**src/rtl/arbiter_pkg.sv**
```systemverilog
// Purpose : shared types and helpers for the bus arbiter slice.
// Latency : n/a (types, constants and a pure function only).
// Backpr. : n/a.
// Contents: arb_mode_e (arbitration policy), arb_state_e (arbiter FSM states),
//           HOLD_CNT_W (tenure counter width, covers MAX_HOLD up to 255),
//           wrap_inc() (modulo-N increment used for the rotation pointer).
package arbiter_pkg;

   typedef enum logic {
      ARB_FIXED = 1'b0,
      ARB_RR    = 1'b1
   } arb_mode_e;

   typedef enum logic {
      IDLE  = 1'b0,
      OWNED = 1'b1
   } arb_state_e;

   localparam int HOLD_CNT_W = 8;

   function automatic int wrap_inc(input int idx, input int n);
      return (idx + 1 >= n) ? 0 : idx + 1;
   endfunction

endpackage

```
**src/rtl/arb_rotate_pick.sv**
```systemverilog
// Purpose : pick the first eligible requester at or above a start pointer, wrapping.
// Latency : purely combinational.
// Backpr. : none; the caller decides when to use the result.
// Ports   : req  - request vector, bit i = master i
//           ptr  - index where the search starts
//           mask - masters excluded from this pick
//           vld  - some eligible requester exists
//           idx  - index of the chosen requester (0 when vld is low)
module arb_rotate_pick #(
   parameter  int NUM_MASTERS = 4,
   localparam int IDX_W       = $clog2(NUM_MASTERS)
) (
   input  logic [NUM_MASTERS-1:0] req,
   input  logic [IDX_W-1:0]       ptr,
   input  logic [NUM_MASTERS-1:0] mask,
   output logic                   vld,
   output logic [IDX_W-1:0]       idx
);

   logic [NUM_MASTERS-1:0] eligible;
   int                     cand;

   always_comb begin
      eligible = req & ~mask;
      vld      = 1'b0;
      idx      = '0;
      cand     = 0;
      // Walk ptr, ptr+1, ... wrapping at NUM_MASTERS; first hit wins.
      for (int k = 0; k < NUM_MASTERS; k++) begin
         cand = int'(ptr) + k;
         if (cand >= NUM_MASTERS) begin
            cand = cand - NUM_MASTERS;
         end
         if (!vld && eligible[cand[IDX_W-1:0]]) begin
            vld = 1'b1;
            idx = cand[IDX_W-1:0];
         end
      end
   end

endmodule

```
**src/rtl/bus_arbiter_rr.sv**
```systemverilog
// Purpose : N-master bus arbiter, fixed-priority or round-robin, with bus turnaround.
// Latency : request-to-grant one cycle; at least one all-zero grant cycle between owners.
// Backpr. : owner keeps the bus while its request stays high; others wait, nothing is lost.
// Ports   : clk, rstn (async active-low), BREQ (request levels), BGRANT (registered
//           one-hot-or-zero grant), OWNER_ID (granted index, 0 when idle),
//           BUS_BUSY (any grant), TIMEOUT (one-cycle pulse on forced revocation).
// Macro   : ARB_TIMEOUT_EN compiles in the MAX_HOLD tenure limit; without it TIMEOUT is 0.
module bus_arbiter_rr
   import arbiter_pkg::*;
#(
   parameter  int        NUM_MASTERS = 4,
   parameter  arb_mode_e ARB_MODE    = ARB_RR,
   parameter  int        MAX_HOLD    = 16,
   localparam int        IDX_W       = $clog2(NUM_MASTERS)
) (
   input  logic                   clk,
   input  logic                   rstn,
   input  logic [NUM_MASTERS-1:0] BREQ,
   output logic [NUM_MASTERS-1:0] BGRANT,
   output logic [IDX_W-1:0]       OWNER_ID,
   output logic                   BUS_BUSY,
   output logic                   TIMEOUT
);

   arb_state_e             state;
   arb_state_e             state_nxt;
   logic [NUM_MASTERS-1:0] grant_nxt;
   logic [IDX_W-1:0]       owner_nxt;
   logic [IDX_W-1:0]       ptr;
   logic [IDX_W-1:0]       ptr_nxt;
   logic [IDX_W-1:0]       pick_ptr;
   logic [IDX_W-1:0]       pick_idx;
   logic [NUM_MASTERS-1:0] pick_mask;
   logic                   pick_vld;
   logic                   owner_req;

   // Fixed priority is just a rotating search that always starts at master 0.
   assign pick_ptr  = (ARB_MODE == ARB_FIXED) ? '0 : ptr;
   assign owner_req = BREQ[OWNER_ID];
   assign BUS_BUSY  = |BGRANT;

`ifdef ARB_TIMEOUT_EN
   localparam logic [HOLD_CNT_W-1:0] MAX_HOLD_C = HOLD_CNT_W'(MAX_HOLD);

   logic [HOLD_CNT_W-1:0]  hold_cnt;
   logic [HOLD_CNT_W-1:0]  hold_cnt_nxt;
   logic [NUM_MASTERS-1:0] excl;
   logic [NUM_MASTERS-1:0] excl_nxt;
   logic                   tmo_nxt;
   logic                   others_req;

   assign others_req = |(BREQ & ~BGRANT);
   assign pick_mask  = excl;
`else
   assign pick_mask  = '0;
   assign TIMEOUT    = 1'b0;
`endif

   arb_rotate_pick #(
      .NUM_MASTERS (NUM_MASTERS)
   ) u_pick (
      .req  (BREQ),
      .ptr  (pick_ptr),
      .mask (pick_mask),
      .vld  (pick_vld),
      .idx  (pick_idx)
   );

   always_comb begin
      state_nxt = state;
      grant_nxt = BGRANT;
      owner_nxt = OWNER_ID;
      ptr_nxt   = ptr;
`ifdef ARB_TIMEOUT_EN
      hold_cnt_nxt = hold_cnt;
      excl_nxt     = excl;
      tmo_nxt      = 1'b0;
`endif
      case (state)
         IDLE: begin
`ifdef ARB_TIMEOUT_EN
            // A revoked master sits out exactly one arbitration.
            excl_nxt = '0;
`endif
            if (pick_vld) begin
               state_nxt = OWNED;
               grant_nxt = NUM_MASTERS'(1) << pick_idx;
               owner_nxt = pick_idx;
               ptr_nxt   = IDX_W'(wrap_inc(int'(pick_idx), NUM_MASTERS));
`ifdef ARB_TIMEOUT_EN
               hold_cnt_nxt = HOLD_CNT_W'(1);
`endif
            end
         end
         OWNED: begin
            // Going through IDLE on every hand-over gives the turnaround cycle.
            if (!owner_req) begin
               state_nxt = IDLE;
               grant_nxt = '0;
               owner_nxt = '0;
`ifdef ARB_TIMEOUT_EN
               hold_cnt_nxt = '0;
`endif
            end
`ifdef ARB_TIMEOUT_EN
            else if (hold_cnt == MAX_HOLD_C && others_req) begin
               state_nxt    = IDLE;
               grant_nxt    = '0;
               owner_nxt    = '0;
               hold_cnt_nxt = '0;
               excl_nxt     = BGRANT;
               tmo_nxt      = 1'b1;
            end else if (hold_cnt != MAX_HOLD_C) begin
               hold_cnt_nxt = hold_cnt + HOLD_CNT_W'(1);
            end
`endif
         end
      endcase
   end

   always_ff @(posedge clk or negedge rstn) begin
      if (!rstn) begin
         state    <= IDLE;
         BGRANT   <= '0;
         OWNER_ID <= '0;
         ptr      <= '0;
      end else begin
         state    <= state_nxt;
         BGRANT   <= grant_nxt;
         OWNER_ID <= owner_nxt;
         ptr      <= ptr_nxt;
      end
   end

`ifdef ARB_TIMEOUT_EN
   always_ff @(posedge clk or negedge rstn) begin
      if (!rstn) begin
         hold_cnt <= '0;
         excl     <= '0;
         TIMEOUT  <= 1'b0;
      end else begin
         hold_cnt <= hold_cnt_nxt;
         excl     <= excl_nxt;
         TIMEOUT  <= tmo_nxt;
      end
   end
`endif

endmodule

```
**config.mk**
```make
export PLATFORM = sky130hd
export DESIGN_NAME = bus_arbiter_rr
export DESIGN_NICKNAME = d
export VERILOG_FILES = /design/src/rtl/arbiter_pkg.sv /design/src/rtl/arb_rotate_pick.sv /design/src/rtl/bus_arbiter_rr.sv
export SDC_FILE = /design/constraint.sdc
export NUM_CORES = 1
export LEC_CHECK = 0
export CORE_MARGIN = 4
export CORE_UTILIZATION = 30
export DETAILED_ROUTE_END_ITERATION = 10
export DONT_BUFFER_PORTS = 1
export PLACE_DENSITY = 0.44
export SLEW_MARGIN = 20
export SYNTH_ARGS = -nofsm -noshare
export SYNTH_HDL_FRONTEND = slang
export SYNTH_SLANG_ARGS = --single-unit
```
**constraint.sdc**
```tcl
create_clock -name clk -period 2.7 [get_ports clk]
set_input_delay 0.54 -clock clk [delete_from_list [all_inputs] [get_ports clk]]
set_output_delay 0.54 -clock clk [all_outputs]
set_load 0.01 [all_outputs]
```
==> metrics.md, run 1 <==
| Metric | Value |
|---|---|
| Status | `completed` |
| P_int | `368 uW` |
| Final Cycle Share | `67.5%` |
| Critical path cell sequence | `or4_1` |
| First-pass GRT wire length | `about 2000 um` |
| Synthesized instance count | `between 50 and 60` |
| Setup TNS | `0 ps` |
| Area growth, synth to finish | `9.85%` |
| Port-buffer cells | `0` |
| Root Buffer | `clkbuf_4` |
| Initial detailed-routing violation count | `3` |
| Final max-slew violation count | `0` |
| Worst setup EP type | `output pin` |
| EDFF count, synth | `0` |
| Switching part of the total | `42.0%` |
| Total CTS buffers | `3` |
| Top Family by Delay on Critical Path | `simple AND/OR/NAND/NOR gates` |
| Largest net degree at the start of global routing | `12` |
| Vias | `404` |
| Clock Sinks | `9` |
| Vias/cell | `4.70` |
| Setup violations, final | `0` |
| Storage cell area | `225 um2` |
| Max Freq | `0.548 GHz` |
| VDD IR max | `0.408 mV` |
| RSZ-0062 raised after global routing | `no` |
| Area fraction of the dominant cell type after synthesis | `39.4%` |
| Max Root-Sink Buffers | `2` |
| Reg power frac | `47.6%` |
| Ys flop type | `dfrtp_1` |
| Fin util | `35.6%` |
| Critical path required time | `2160 ps` |
| Remaining antenna violation count | `0` |
| PwrDens | `about 1000 nW/um2` |
| DR pass1 iterations | `4` |
| CP arrival | `1280 ps` |
| Final count of hold timing violations | `0` |
| Slowest Stage Delay on Critical Path | `600 ps` |
| # IOs | `14` |
| Clock latency on the worst-skew pair | `about 260 ps` |
| Initial antenna violation count | `0` |
| Core area | `1760 um2` |
| #FFs+latches synth | `9` |
| Routed wire length | `1130 um` |
| Area leader, netlist | `dfrtp_1` |
| CP Class | `reg -> out` |
| Top cells by count, synth | `9 x dfrtp_1, 7 x o21ai_0, 6 x mux2i_1, 6 x nand2_1, 5 x nor2b_1` |
| Hold Crit Class | `reg -> reg` |
| Most numerous cell in the Yosys netlist | `dfrtp_1` |
| Worst Path Buf+Inv | `0` |
| Syn_nets | `68` |
| Slew @ Worst Pin | `~520 ps` |
| Multi-input gate area | `324 um2` |
| Crit-path slowest cell | `or4_1` |
| Number of distinct library cells after synthesis | `24` |
| N_diodes | `0` |
| Final GP Congestion | `0.647` |
| Comb power frac | `36.2%` |
| Fin cells | `86` |
| Leakage | `0.000263 uW` |
| Die area | `between 2000 and 3000 um2` |
| Clk_skew | `8.00 ps` |
| Clock Power Share | `16.2%` |
| Max Cap Viol | `0` |
| Post_cts resized | `0` |
| Syn_area_per_cell | `9.86 um2` |
| Number of global-route vias before repair | `413` |
| Clock transition at path regs | `60 ps` |
| Post-synthesis sequential area ratio | `39.4%` |
| Cells after DPL | `81` |
| Synth warnings | `0` |
| Layout cell share with drive strength beyond 1 | `11.5%` |
| WL/cell | `13.2 um` |
| Die X | `51.7 um` |
| Hold slack | `521 ps` |
| Initial Util | `approximately a third` |
| CTS tree | `built` |
| DRC Markers | `0` |
| Total track usage | `10.4%` |
| FFs w/ async S/R, synth | `between 90% and 100%` |
| NetSw | `267 uW` |
| Nature of the critical path startpoint | `flop` |
| Remaining global-route overflow | `0` |
| Final-stage net count | `72` |
| Slew HR | `65.0%` |
| # rows | `15` |
| Height of the die | `51.7 um` |
| Ranking of synthesized cells by area | `dfrtp_1 39%, mux2i_1 11%, ha_1 8.8%, o21ai_0 6.1%, nor2b_1 5.5%` |
| Mapped Area | `572 um2` |
| Fillers | `190` |
| CP max FO | `4` |
| Tmin final | `1820 ps` |
| H-tree depth | `1` |
==> final timing paths <==
path / start / to / slack [ps] / depth (start not counted)
worst min-delay path: pick_ptr[0]$_DFFE_PN0P_ / pick_ptr[0]$_DFFE_PN0P_ / 520 / 1
min in group asynchronous: rstn / BGRANT[3]$_DFFE_PN0P_ / 660 / 1
worst min register to register: pick_ptr[0]$_DFFE_PN0P_ / pick_ptr[0]$_DFFE_PN0P_ / 520 / 1
worst max-delay path: BGRANT[1]$_DFFE_PN0P_ / BUS_BUSY / 880 / 1
worst max register to register: pick_ptr[0]$_DFFE_PN0P_ / pick_ptr[1]$_DFFE_PN0P_ / 940 / 6
max in group asynchronous: rstn / pick_ptr[0]$_DFFE_PN0P_ / 1720 / 1
==> sequential cells by signal, indices dropped and copies added (netlist names) <==
register	count
BGRANT	4
pick_ptr	2
OWNER_ID	2
state	1
==> metrics by stage <==
step | setup WS (ps) | instance area (um2) | power, uW
finish | 876 | 628 | 635
global route | 762 | 628 | 702
CTS | 857 | 628 | 649
detailed placement | 772 | 592 | 537
global placement | 802 | 592 | 538
floorplan | 898 | 572 | 478
==> layout make-up <==
class	count	area share, %
clock buffer	4	4.18
inverter	3	1.79
multi-input combinational	44	51.6
sequential	9	35.9
tap	25	4.98
timing repair buffer	1	1.59
==> power groups by stage <==
stage               Sequential [uW]  Clock (uW)  Combinational [uW]
floorplan                       269           0                 210
global placement                308           0                 230
detailed placement              306           0                 231
CTS                             304         110                 234
global route                    316         117                 269
finish                          302         103                 230
==> cell families (layout without fill, tap and decap cells) <==
logic type	count (synthesis)	in the layout	share of synthesized area (%)
fa+ha+maj	4	4	8.75
flops	9	9	39.4
mux	7	7	12.5
other cells	1	1	0.656
buf+inv	5	8	3.94
compound gates	13	13	14.7
simple gates	19	19	20.1
==> metal layers <==
metal  GRT usage, %  routed length, um  vias up
li1               -                  -      212
met1           12.9                530      186
met4           2.62                  0        0
met5              0                  0        -
met2           15.3                556        6
met3           6.30                 45        0
==> worst reg2reg max path, delay by kind of cell (launching register included) <==
family                   cells  cell delay, ps
AND/OR/NAND/NOR              1             150
adder cells (fa/ha/maj)      1             300
flip-flops                   1             390
buffers and inverters        1             120
AO/OA/AOI/OAI                2             420
multiplexers                 1             260
==> timing repair <==
item	4_1_cts	5_1_grt
hold buffers	1	0
setup endpoints to repair	0	0
hold endpoints to repair	9	0
setup buffers	0	0
==> cells in the final DEF, fill, tap and decap left out, types with 2 or more instances in the layout <==
| master | instances |
|---|---|
| clkbuf_4 | 3 |
| dfrtp_1 | 9 |
| ha_1 | 4 |
| inv_1 | 3 |
| mux2i_1 | 6 |
| nand2_1 | 6 |
| nor2_1 | 2 |
| nor2b_1 | 5 |
| o21ai_0 | 7 |
Power figures use the tool's default switching activity.
==> run 2, diff against run 1 <==
==> constraint.sdc (replaced) <==
create_clock -name clk -period 1.7 [get_ports clk]
set_input_delay 0.34 -clock clk [delete_from_list [all_inputs] [get_ports clk]]
set_output_delay 0.34 -clock clk [all_outputs]
set_load 0.01 [all_outputs]
==> run 2 against run 1 <==
Register-to-register slack got worse by 830 ps; sequential cell count did not move; clock power rose by 56%; non-clock buffer count rose by 3; combinational power rose by 74%; critical path type unchanged.
==> metrics.md, run 2 (synthesis gave the netlist of run 1 again) <==
| Metric | Value |
|---|---|
| CP Class | `reg -> out` |
| Pre-CTS worst setup slack | `114 ps (-658 ps)` |
| Hold EP | `OWNER_ID[1]$_DFFE_PN0P_` |
| Final Cycle Share | `a little over nine tenths` |
| Tmin final | `roughly 1600 ps` |
| Largest register FFs | `4 (unchanged)` |
| # IOs | `14 (unchanged)` |
| Design area | `651 um2 (+3.6%)` |
| Setup TNS | `0 ps (unchanged)` |
| DRC Markers | `0 (unchanged)` |
| Slowest Stage Delay on Critical Path | `600 ps (about the same)` |
| DR pass1 iterations | `2 (-2)` |
| RSZ-0062 raised after global routing | `no` |
| Max Cap Viol | `0 (unchanged)` |
| Worst Path Buf+Inv | `0 (unchanged)` |
| WL/cell | `12.8 um (-2.4%)` |
| Total track usage | `9.47% (-0.97 points)` |
| Port-buffer cells | `0 (unchanged)` |
| Max Freq | `0.613 GHz` |
| Remaining global-route overflow | `0 (unchanged)` |
| Leakage | `0.000278 uW (+5.7%)` |
| First-pass GRT wire length | `1830 um (-8.9%)` |
| RR Endpoint | `pick_ptr[1]$_DFFE_PN0P_` |
| Setup violations, final | `0 (unchanged)` |
| Nature of the critical path startpoint | `flop` |
| Worst r2r src | `pick_ptr[0]$_DFFE_PN0P_` |
| Total CTS buffers | `3 (unchanged)` |
| Initial detailed-routing violation count | `6 (+3)` |
| Die area | `2670 um2 (unchanged)` |
| Hold Startpoint | `BREQ[2]` |
| Core area | `1760 um2 (unchanged)` |
| H-tree depth | `1 (unchanged)` |
| Root Buffer | `clkbuf_4` |
| Clock Sinks | `9 (unchanged)` |
| Top Family by Delay on Critical Path | `simple AND/OR/NAND/NOR gates` |
| Final GP Congestion | `0.686 (+6.0%)` |
| Post-DP HPWL | `909 um` |
| Setup ws final | `70.0 ps (-806 ps)` |
| Hold Crit Class | `in -> reg` |
| PwrDens | `1590 nW/um2 (+58%)` |
| Post_cts resized | `0 (unchanged)` |
| CTS tree | `built` |
| Critical path required time | `1360 ps (-800 ps)` |
| VDD IR max | `0.560 mV (+37%)` |
| Die X | `51.7 um (unchanged)` |
| Initial antenna violation count | `0 (unchanged)` |
| # rows | `15 (unchanged)` |
| Initial Util | `32.4% (unchanged)` |
| Height of the die | `51.7 um (unchanged)` |
| Crit-path slowest cell | `or4_1` |
| Number of global-route vias before repair | `411 (-0.48%)` |
| Commonest non-fill, non-tap cell in the layout | `dfrtp_1` |
| CP max FO | `4 (unchanged)` |
| Clock latency on the worst-skew pair | `260 ps (about the same)` |
| Post-CTS Setup Bufs | `0 (unchanged)` |
| Final-stage net count | `75 (+4.2%)` |
| Fillers | `205 (+7.9%)` |
| Storage cell area | `225 um2 (unchanged)` |
| CP arrival | `1290 ps (about the same)` |
| Clock transition at path regs | `60 ps (about the same)` |
| Routed wire length | `1140 um (+0.97%)` |
| DP Area | `614 um2 (+3.8%)` |
| Worst setup EP type | `output pin` |
| N_diodes | `0 (unchanged)` |
| Final max-slew violation count | `0 (unchanged)` |
| Remaining antenna violation count | `0 (unchanged)` |
| Status | `completed` |
| Clk_skew | `2.81 ps (-5.19 ps)` |
| Biggest register | `BGRANT` |
| Vias | `422 (+4.5%)` |
| Area growth, synth to finish | `13.8%` |
| R2r worst-path depth | `6 (unchanged)` |
| Hold slack | `399 ps (-122 ps)` |
| Largest net degree at the start of global routing | `12 (unchanged)` |
| Vias/cell | `4.74 (+0.93%)` |
| Multi-input gate area | `324 um2 (unchanged)` |
| Commonest cells after routing, fill and taps aside | `9 x dfrtp_1, 7 x o21ai_0, 6 x nand2_1, 6 x mux2i_1, 5 x nor2b_1` |
| Setup slack, reg-to-reg | `110 ps (-830 ps)` |
| Fin cells | `89 (+3.5%)` |
| Critical path cell sequence | `or4_1` |
| Hold path cells | `3 (+2)` |
| Final count of hold timing violations | `0 (unchanged)` |
| Max Root-Sink Buffers | `2 (unchanged)` |
| Layout cell share with drive strength beyond 1 | `15.6% (+4.1 points)` |
| Cells after DPL | `84 (+3.7%)` |
==> run 2: cell type report <==
class,count,area share [%]
repair buffers,4,5.00
clock buffers,4,4.04
multi-input cells,44,49.8
well taps,25,4.81
flip-flops and latches,9,34.6
inverters,3,1.73
==> run 2: worst min-delay path: stages <==
cell and delay, ps:
mux2i_1 60, nor2_1 110, a221o_1 110
==> run 2: how the worst max path moves through the flow <==
stage	from	to	slack, ps	depth (start not counted)
after global placement	BREQ[0]	pick_ptr[1]$_DFFE_PN0P_	160	5
after CTS	BGRANT[1]$_DFFE_PN0P_	BUS_BUSY	50	1
final	BGRANT[1]$_DFFE_PN0P_	BUS_BUSY	70	1
after detailed placement	pick_ptr[0]$_DFFE_PN0P_	pick_ptr[1]$_DFFE_PN0P_	110	6
after global routing	BGRANT[1]$_DFFE_PN0P_	BUS_BUSY	20	1
after floorplan	pick_ptr[0]$_DFFE_PN0P_	pick_ptr[1]$_DFFE_PN0P_	70	6
==> run 2: routing by layer <==
metal / global-route usage [%] / routed length (um)
met1: 10.2 / 528
met2: 15.7 / 552
met3: 5.44 / 61
met4: 2.62 / 0
met5: 0 / 0
==> run 2: power by group <==
part	total (uW)	switching (uW)	internal [uW]	leakage, uW
Combinational	401	197	204	0.000150
Sequential	474	158	316	0.000113
Clock	161	70.7	90.2	0.0000150
==> run 2: stage by stage <==
stage / utilization, % / power [uW]
2_1_floorplan: - / 760
3_3_place_gp: 34.8 / 892
3_5_place_dp: 34.8 / 886
4_1_cts: 36.9 / 1060
5_1_grt: 36.9 / 1140
6_report: 36.9 / 1040
==> run 2: what timing repair did <==
item / 4_1_cts / 5_1_grt
endpoints found under the hold margin: 9 / 0
hold buffers: 1 / 0
setup endpoints to repair: 0 / 0
==> run 3, diff against run 2 <==
--- a/config.mk
+++ b/config.mk
@@ -9,6 +9,8 @@
 export CORE_UTILIZATION = 30
 export DETAILED_ROUTE_END_ITERATION = 10
 export DONT_BUFFER_PORTS = 1
+export GPL_TIMING_DRIVEN = 1
+export MAX_ROUTING_LAYER = met4
 export PLACE_DENSITY = 0.44
 export SLEW_MARGIN = 20
 export SYNTH_ARGS = -nofsm -noshare
==> constraint.sdc (replaced) <==
create_clock -name clk -period 1.7 [get_ports clk]
set_input_delay 0.425 -clock clk [delete_from_list [all_inputs] [get_ports clk]]
set_output_delay 0.425 -clock clk [all_outputs]
set_load 0.01 [all_outputs]
==> run 3 against run 2 <==
Non-clock buffer count increased by 1; via count down 1.7%; critical path type unchanged; highest routed layer unchanged; cell count rose by 1.1%; sequential share of layout area shrank 0.34 points; power grew 5.4%; first-iteration DRC count is 67% lower; count of clock-buffer cells in the layout unchanged; register-to-register slack gained 20 ps; worst hold slack better by 82 ps; routed wire length grew 0.53%; global-route usage rose by 1.6 points.
==> metrics.md, run 3 (synthesis gave the netlist of run 1 again) <==
| Metric | Value |
|---|---|
| Setup violations, final | `0 (unchanged)` |
| Setup slack, reg-to-reg | `130 ps (+20 ps)` |
| Max Cap Viol | `0 (unchanged)` |
| CP arrival | `1250 ps (-40 ps)` |
| Max Freq | `0.595 GHz (-3.0%)` |
| Vias/cell | `4.61 (-2.8%)` |
| Hold Crit Class | `in -> reg` |
| Core area | `1760 um2 (unchanged)` |
| Post-DP HPWL | `927 um (+2.0%)` |
| VDD IR max | `0.614 mV (+9.6%)` |
| DRC Markers | `0 (unchanged)` |
| WL/cell | `12.8 um (-0.59%)` |
| H-tree depth | `1 (unchanged)` |
| First-pass GRT wire length | `2040 um (+11%)` |
| Total CTS buffers | `3 (unchanged)` |
| N_diodes | `0 (unchanged)` |
| Layout cell share with drive strength beyond 1 | `21.5% (+5.9 points)` |
| Clk_skew | `0.612 ps (-2.20 ps)` |
| Slew @ Worst Pin | `529 ps` |
| Die X | `51.7 um (unchanged)` |
| DR pass1 iterations | `2 (unchanged)` |
| Initial detailed-routing violation count | `2 (-4)` |
| Final-stage net count | `76 (+1.3%)` |
| CTS tree | `built` |
| Worst Path Buf+Inv | `0 (unchanged)` |
| Clock Sinks | `9 (unchanged)` |
| PwrDens | `1640 nW/um2 (+3.2%)` |
| Slew HR | `64.7%` |
| Number of global-route vias before repair | `433 (+5.4%)` |
| Final count of hold timing violations | `0 (unchanged)` |
| Critical path required time | `1270 ps (-90 ps)` |
| Die area | `2670 um2 (unchanged)` |
| Critical path cell sequence | `or4_4` |
| Area growth, synth to finish | `16.2%` |
| Port-buffer cells | `0 (unchanged)` |
| Post-CTS Setup Bufs | `0 (unchanged)` |
| Biggest register | `BGRANT` |
| Crit-path slowest cell | `or4_4` |
| Clock latency on the worst-skew pair | `260 ps (about the same)` |
| Root Buffer | `clkbuf_4` |
| Nature of the critical path startpoint | `flop` |
| Worst setup EP type | `output pin` |
| Leakage | `0.000280 uW (+0.68%)` |
| Remaining global-route overflow | `0 (unchanged)` |
| CP max FO | `4 (unchanged)` |
| Remaining antenna violation count | `0 (unchanged)` |
| Total Power | `1090 uW (+5.4%)` |
| Vias | `415 (-1.7%)` |
| Largest register FFs | `4 (unchanged)` |
| Status | `completed` |
| Total track usage | `11.1% (+1.6 points)` |
| # IOs | `14 (unchanged)` |
| Routed wire length | `1150 um (+0.53%)` |
| Final Cycle Share | `98.8% (+2.9 points)` |
| Initial antenna violation count | `0 (unchanged)` |
| Largest net degree at the start of global routing | `10 (-2)` |
| Tmin final | `1680 ps (+49.8 ps)` |
| Height of the die | `51.7 um (unchanged)` |
| Initial Util | `32.4% (unchanged)` |
| CP Class | `reg -> out` |
| Top Family by Delay on Critical Path | `simple AND/OR/NAND/NOR gates` |
| Max Root-Sink Buffers | `2 (unchanged)` |
| Slowest Stage Delay on Critical Path | `560 ps (-40 ps)` |
| # rows | `15 (unchanged)` |
| Clock transition at path regs | `60 ps (about the same)` |
| Final max-slew violation count | `0 (unchanged)` |
| RSZ-0062 raised after global routing | `yes` |
| Commonest cells after routing, fill and taps aside | `7 x dfrtp_1, 7 x o21ai_0, 6 x nand2_1, 6 x mux2i_1, 5 x nor2b_1` |
| Final GP Congestion | `0.687 (+0.20%)` |
| Fin util | `37.7% (+0.78 points)` |
run 3: changes by cell type in the layout (fill, tap and decap cells not counted):
| cell | change |
|---|---|
| buf_4 | +1 |
| dfrtp_1 | -2 |
| or4_1 | -1 |
| or4_4 | +1 |
| dfrtp_2 | +2 |
run 3: worst reg2reg max path: stages (launching register included):
cell and delay (ps):
dfrtp_1 350, nand2_1 50, and3_1 170, o32a_1 350, ha_1 280, mux2_2 260
run 3: repair_timing:
| action | in CTS | in global routing |
|---|---|---|
| gates resized for setup | 1 | 2 |
| hold buffers | 1 | 0 |
| pin swaps | 1 | 0 |
| endpoints found under the setup margin | 1 | 1 |
| endpoints found under the hold margin | 9 | 0 |
run 3: worst paths after layout:
kind | from | endpoint | depth (start not counted)
max reg2reg | pick_ptr[1]$_DFFE_PN0P_ | pick_ptr[1]$_DFFE_PN0P_ | 5
max in group asynchronous | rstn | BGRANT[0]$_DFFE_PN0P_ | 1
min reg2reg | pick_ptr[0]$_DFFE_PN0P_ | pick_ptr[0]$_DFFE_PN0P_ | 1
min | BREQ[2] | OWNER_ID[1]$_DFFE_PN0P_ | 3
max | BGRANT[2]$_DFFE_PN0P_ | BUS_BUSY | 1
min in group asynchronous | rstn | BGRANT[3]$_DFFE_PN0P_ | 1
run 3: final cells by class:
type	count	area, um2
inverter	3	11.3
tap	25	31.3
clock buffer	4	26.3
timing repair buffer	5	40.0
multi-input combinational	44	328
fill	200	1100
sequential	9	228
run 3: where the power goes:
part	switching (uW)	internal, uW
sequential	141	321
combinational	225	243
clock	71.7	90.3
run 3: layer usage:
metal  vias to the layer above  global-route usage [%]  share of wire [%]
met5                         -                       -                  0
li1                        219                       -                  -
met3                         0                    6.30                5.7
met2                         8                    16.1                 49
met4                         0                    2.62                  0
met1                       188                    13.2                 45
run 3: stage by stage:
stage	cells	area (um2)	hold WS (ps)	worst slack, ps	setup TNS, ps
final	90	664	481	20.2	0
after floorplan	58	572	129	12.6	0
after global placement	85	622	130	52.5	0
after global routing	90	664	512	-23.3	-23.3
after CTS	90	662	480	-10.1	-10.1
after detailed placement	85	622	130	47.1	0
